## src/rtl/gbt_tx_frame_sched_pkg.sv

```systemverilog
// Shared types and constants for the GBT elink frame scheduler.
// Optional CRC trailer build: GBT_TX_FRAME_CRC_EN.
package gbt_tx_frame_sched_pkg;

  // Encoding is word index + 1, so IDLE sits at zero.
  typedef enum logic [2:0] {
    ST_IDLE = 3'd0,
    ST_W0   = 3'd1,
    ST_W1   = 3'd2,
    ST_W2   = 3'd3,
    ST_W3   = 3'd4,
    ST_W4   = 3'd5,
    ST_W5   = 3'd6,
    ST_W6   = 3'd7
  } state_t;

  localparam logic [2:0] WORD_W0 = 3'd0;
  localparam logic [2:0] WORD_W1 = 3'd1;
  localparam logic [2:0] WORD_W2 = 3'd2;
  localparam logic [2:0] WORD_W3 = 3'd3;
  localparam logic [2:0] WORD_W4 = 3'd4;
  localparam logic [2:0] WORD_W5 = 3'd5;
  localparam logic [2:0] WORD_W6 = 3'd6;

  localparam logic [11:0] FRAME_END_DEF = 12'hABC;
  localparam logic [11:0] IDLE_WORD_DEF = 12'h000;

  localparam logic [7:0] CRC8_POLY = 8'h07;
  localparam logic [3:0] CRC_TAG   = 4'hA;

  function automatic logic [11:0] frame_payload(input logic [2:0]  idx,
                                                input logic        src,
                                                input logic [31:0] addr,
                                                input logic [31:0] data,
                                                input logic [11:0] end_pl);
    logic [11:0] pl;
    case (idx)
      WORD_W0: pl = {1'b1, src, 2'b00, addr[31:24]};
      WORD_W1: pl = addr[23:12];
      WORD_W2: pl = addr[11:0];
      WORD_W3: pl = {4'h0, data[31:24]};
      WORD_W4: pl = data[23:12];
      WORD_W5: pl = data[11:0];
      default: pl = end_pl;
    endcase
    return pl;
  endfunction

  // MSB-first CRC-8 over {addr, data}, init 0x00.
  function automatic logic [11:0] crc_end_payload(input logic [63:0] msg);
    logic [7:0] crc;
    crc = 8'h00;
    for (int i = 63; i >= 0; i--) begin
      if (crc[7] ^ msg[i]) crc = {crc[6:0], 1'b0} ^ CRC8_POLY;
      else                 crc = {crc[6:0], 1'b0};
    end
    return {CRC_TAG, crc};
  endfunction

endpackage

```

## src/rtl/gbt_tx_frame_sched_rr_arb.sv

```systemverilog
// Two-way round-robin arbiter; grant is combinational, priority flips to the loser after each grant.
module gbt_tx_rr_arb (
  input  logic       clk,
  input  logic       rst_n,
  input  logic [1:0] req,
  input  logic       slot_open,
  output logic [1:0] grant
);

  logic prio;

  always_comb begin
    grant = 2'b00;
    if (slot_open) begin
      if (req[0] && (!prio || !req[1])) grant = 2'b01;
      else if (req[1])                  grant = 2'b10;
    end
  end

  always_ff @(posedge clk or negedge rst_n) begin
    if (!rst_n)      prio <= 1'b0;
    else if (|grant) prio <= grant[0];
  end

endmodule

```

## src/rtl/gbt_tx_frame_sched.sv

```systemverilog
// Seven-word GBT elink frame scheduler for two requesters, one word per 40 MHz cycle.
// Build with GBT_TX_FRAME_CRC_EN to replace the end marker by a CRC-8 trailer.
module gbt_tx_frame_sched
  import gbt_tx_frame_sched_pkg::*;
#(
  parameter logic [11:0] FRAME_END = FRAME_END_DEF,
  parameter logic [11:0] IDLE_WORD = IDLE_WORD_DEF
) (
  input  logic             ttc_clk_40_i,
  input  logic             reset_n_i,
  input  logic             en_i,
  input  logic [3:0]       aux_i,
  input  logic [1:0]       req_valid_i,
  output logic [1:0]       req_ready_o,
  input  logic [1:0][31:0] req_addr_i,
  input  logic [1:0][31:0] req_data_i,
  output logic [15:0]      gbt_tx_data_o,
  output logic             busy_o,
  output logic [15:0]      frame_cnt_o
);

  state_t      state;
  logic        armed;
  logic        slot_open;
  logic [1:0]  grant;
  logic        grant_src;
  logic        src_q;
  logic [31:0] addr_q;
  logic [31:0] data_q;
  logic [15:0] frame_cnt;
  logic [11:0] end_payload;
  logic [2:0]  nxt_idx;

`ifdef GBT_TX_FRAME_CRC_EN
  logic [11:0] crc_pl_q;
  assign end_payload = crc_pl_q;
`else
  assign end_payload = FRAME_END;
`endif

  // armed keeps the first edge after reset release an idle word.
  assign slot_open   = armed && en_i && (state == ST_IDLE || state == ST_W6);
  assign grant_src   = grant[1];
  assign req_ready_o = grant;
  assign frame_cnt_o = frame_cnt;
  // With the word-index+1 encoding, the current code is the next word's index.
  assign nxt_idx     = state;

  gbt_tx_rr_arb u_arb (
    .clk       (ttc_clk_40_i),
    .rst_n     (reset_n_i),
    .req       (req_valid_i),
    .slot_open (slot_open),
    .grant     (grant)
  );

  always_ff @(posedge ttc_clk_40_i or negedge reset_n_i) begin
    if (!reset_n_i) begin
      state         <= ST_IDLE;
      armed         <= 1'b0;
      gbt_tx_data_o <= 16'h0000;
      busy_o        <= 1'b0;
      frame_cnt     <= 16'h0000;
      src_q         <= 1'b0;
      addr_q        <= 32'h0;
      data_q        <= 32'h0;
`ifdef GBT_TX_FRAME_CRC_EN
      crc_pl_q      <= 12'h000;
`endif
    end else begin
      armed <= 1'b1;
      case (state)
        ST_IDLE, ST_W6: begin
          if (state == ST_W6) frame_cnt <= frame_cnt + 16'd1;
          if (|grant) begin
            state         <= ST_W0;
            busy_o        <= 1'b1;
            src_q         <= grant_src;
            addr_q        <= req_addr_i[grant_src];
            data_q        <= req_data_i[grant_src];
            gbt_tx_data_o <= {aux_i, frame_payload(WORD_W0, grant_src, req_addr_i[grant_src],
                                                   req_data_i[grant_src], end_payload)};
`ifdef GBT_TX_FRAME_CRC_EN
            crc_pl_q      <= crc_end_payload({req_addr_i[grant_src], req_data_i[grant_src]});
`endif
          end else begin
            state         <= ST_IDLE;
            busy_o        <= 1'b0;
            gbt_tx_data_o <= {aux_i, IDLE_WORD};
          end
        end
        default: begin
          state         <= state_t'(state + 3'd1);
          busy_o        <= 1'b1;
          gbt_tx_data_o <= {aux_i, frame_payload(nxt_idx, src_q, addr_q, data_q, end_payload)};
        end
      endcase
    end
  end

endmodule

```

## config.mk

```make
export PLATFORM = sky130hd
export DESIGN_NAME = gbt_tx_frame_sched
export DESIGN_NICKNAME = d
export VERILOG_FILES = /design/src/rtl/gbt_tx_frame_sched_pkg.sv /design/src/rtl/gbt_tx_frame_sched_rr_arb.sv /design/src/rtl/gbt_tx_frame_sched.sv
export SDC_FILE = /design/constraint.sdc
export NUM_CORES = 1
export LEC_CHECK = 0
export ABC_AREA = 0
export CAP_MARGIN = 10
export CORE_MARGIN = 5
export CORE_UTILIZATION = 40
export CTS_BUF_LIST = sky130_fd_sc_hd__clkbuf_16
export DETAILED_ROUTE_END_ITERATION = 8
export PLACE_DENSITY_LB_ADDON = 0.1
export SYNTH_ARGS = -nofsm -noshare
export SYNTH_HDL_FRONTEND = slang
export SYNTH_HIERARCHICAL = 1
export SYNTH_SLANG_ARGS = --single-unit
```

## constraint.sdc

```tcl
create_clock -name ttc_clk_40_i -period 2.2 [get_ports ttc_clk_40_i]
set_input_delay 0.66 -clock ttc_clk_40_i [delete_from_list [all_inputs] [get_ports ttc_clk_40_i]]
set_output_delay 0.66 -clock ttc_clk_40_i [all_outputs]
set_load 0.005 [all_outputs]
```

==> impl_metrics.tcl <==
set metrics [dict create \
    status "finished with violations" \
    violations "setup timing" \
    synthToLayoutAreaGrowth_pct 54.6 \
    pwr-share-comb_pct 40.9 \
    antenna_violating_nets_post_route 0 \
    layout_worst_path_cycle_share_pct 107 \
    vias_per_cell 5.17 \
    dieWidth_um 118 \
    ys_dominant_reg_cell "sky130_fd_sc_hd__dfrtp_1" \
    worst-endpoint-required_ps 1540 \
    worst_r2r_startpoint "nxt_idx[0]" \
    vdd.ir_drop.worst_mv 0.440 \
    timing.final.ws_setup_ps -154 \
    power.sequential.fraction_pct 39.3 \
    io_buffers 171 \
    fin_skew_ps 6.00 \
    overflow_left_after_global_routing 0 \
    ys_seq_elements 95 \
    number_of_antenna_violations_at_the_first_check_in_global_routing 0 \
    drt_first_iter_violations 160 \
    final_net_count 773 \
    die_y_um 118 \
    multi_input_area_um2 2150 \
    place_hpwl_mm 9.65 \
    fmax_ghz 0.425 \
    timing.max_cap.violations 0 \
    layout_common_cells "sky130_fd_sc_hd__clkdlybuf4s50_1 (168), sky130_fd_sc_hd__dfrtp_1 (95), sky130_fd_sc_hd__nand2_1 (65)" \
    place.gp.congestion 0.793 \
    leakage_nw 3.02 \
    start_util_pct 40.7 \
    timing_worst_slew_pin_value_ps 481 \
    floorplan.die_area_um2 13900 \
    cts_stage_hold_buffer_count 0 \
    first_pass_grt_wire_length_mm 20.6 \
    final_common_cell "sky130_fd_sc_hd__clkdlybuf4s50_1" \
    grt_pass1_vias 4186 \
    report.final.setup_viol 10 \
    sw_frac_of_total_pct 34.5 \
    synthArstFlopShare_pct 100 \
    reg2reg_slack_ps -10 \
    setup_repair_after_global_routing_missed_its_margin "yes" \
    insertedDiodeCount 0 \
    r2r.worst_path.cells 13 \
    remaining_drc_errors 0 \
    aggregate_routed_wire_length_mm 13.1 \
    synth_seq_area_share_pct 51.2 \
    vias 4017 \
    synth_edf_count 0 \
    net-switching-power_mw 2.36 \
    clock-root-buffer "sky130_fd_sc_hd__clkbuf_16" \
    clock_latency_ps 330 \
    final_count_of_hold_timing_violations 0 \
    dp_cells 749 \
    power.density_nw_per_um2 953 \
    final.fill_count 979 \
    final_cell_count_no_fill 777 \
    synthesis.area_um2 4650 \
    core_um2 11400 \
    yosys_warnings 6 \
    avgRoutedWirePerCell_um 16.9 \
    place_worst_setup_slack_ps -567 \
    cp_data_arrival_time_ps 1690 \
    first_pass_iters 5 \
    cts.htree.levels 3 \
    worstPathMaxFanout 3 \
    cts.clk_slew.worst_paths_ps 60 \
    hp-class "input pin to async pin" \
    timing.critical_path.from_type "input pin" \
    slew_headroom_pct 67.3 \
    synthesis.nets 584 \
    cts.sinks 95 \
    critPathCaptureType "output port" \
    p_int_mw 4.49 \
    total_power_mw 6.85 \
    report.final.slew_viol_count 0 \
    clkPwrFrac_pct 19.8 \
    std_cell_rows 39 \
    pin_count_of_the_biggest_net_entering_global_routing 49 \
    final_period_minus_worst_setup_slack_ps 2350 \
    regToRegEndpoint "data_q[26]" \
    io_pins 172 \
    synthesized_instance_count 440 \
    drive_above_1_share_pct 11.4 \
    register_area_um2 2380 \
    groute.usage.overall_pct 18.1 \
    timing_worst_setup_path_type "input pin to output port" \
    clock_tree.buffer_depth 2 \
    synth_cell_type_count 41 \
    avgSynthCellArea_um2 10.6 \
    tritoncts "built" \
    tritoncts.num_buffers 9 \
]
-- cell type report --
| type | instances | area share [%] |
|---|---|---|
| Multi-Input combinational cell | 308 | 29.9 |
| Clock inverter | 7 | 0.366 |
| Sequential cell | 95 | 33.1 |
| Inverter | 5 | 0.261 |
| Clock buffer | 9 | 3.14 |
| Tap cell | 143 | 2.49 |
| Timing Repair Buffer | 210 | 30.8 |
-- metrics by stage --
step / setup TNS, ps / hold WS [ps] / util [%] / area (µm²)
2_1_floorplan: 0 / 364 / - / 4690
5_1_grt: -1460 / 320 / 62.9 / 7180
4_1_cts: -602 / 290 / 61.3 / 7000
3_5_place_dp: -20960 / 473 / 58.5 / 6680
6_report: -461 / 279 / 62.9 / 7180
3_3_place_gp: -17590 / 466 / 58.5 / 6680
-- cells by family after synthesis --
logic type               after synthesis  share of synthesized area (%)
flip-flops                            95                           51.2
AO/OA/AOI/OAI                        109                           14.2
buffers and inverters                 37                           3.98
XOR/XNOR                              15                           2.83
multiplexers                          69                           15.1
other                                  1                         0.0807
adder cells (fa/ha/maj)                7                           1.88
AND/OR/NAND/NOR                      107                           10.7
-- critical path, cell delays in order --
cell and delay (ps):
sky130_fd_sc_hd__clkdlybuf4s50_1 480, sky130_fd_sc_hd__and3_4 230, sky130_fd_sc_hd__nand2_4 60, sky130_fd_sc_hd__a21oi_4 130
sky130_fd_sc_hd__buf_2 130
-- Yosys cell counts (all sizes together) (6+ instances only) --
master,instances,area [µm²]
ha,7,87.6
a221oi,6,52.6
dfrtp,95,2380
nor3,7,35.0
buf,20,116
xnor2,6,52.6
clkbuf,12,50.1
o21ai,64,332
nand2,67,251
xor2,9,78.8
nor2,9,33.8
a21oi,10,53.8
o22ai,8,50.1
a22oi,10,75.1
mux2i,65,654
nand3,9,45.0
-- power by group through the flow --
stage          combinational (mW)  sequential [mW]  clock [mW]
5_1_grt                      3.08             2.75        1.45
6_report                     2.80             2.69        1.36
3_3_place_gp                 2.62             2.69           0
2_1_floorplan                1.51             2.60           0
4_1_cts                      2.72             2.69        1.37
3_5_place_dp                 2.67             2.71           0
-- metal layers --
metal	vias to the layer above	part of all wire [%]	wire, µm	global-route usage [%]
met5	-	0	0	0
met4	0	1.6	214	6.02
met3	18	4.7	616	3.60
met2	116	48	6330	30.2
met1	1932	46	5980	23.5
li1	1951	-	-	-
-- worst max-delay path by stage --
stage / endpoint / depth (start not counted) / startpoint
floorplan: addr_q[0] / 11 / nxt_idx[0]
global placement: req_ready_o[0] / 5 / en_i
detailed placement: req_ready_o[0] / 5 / en_i
CTS: req_ready_o[1] / 7 / nxt_idx[0]
global route: req_ready_o[1] / 7 / nxt_idx[1]
finish: req_ready_o[1] / 5 / en_i
-- sequential cells by signal (all words and copies together), names as in the netlist --
name           count
armed              1
addr_q            24
data_q            32
gbt_tx_data_o     16
busy_o             1
frame_cnt_o       16
nxt_idx            3
src_q              1
u_arb/prio         1
-- repair_timing --
| item | in CTS | in global routing |
|---|---|---|
| pin swaps | 3 | 1 |
| cloned | 0 | 5 |
| setup buffers | 4 | 4 |
| gates resized for setup | 19 | 7 |
| endpoints found under the setup margin | 66 | 67 |
Note: power is estimated with default switching activity, not from simulation.
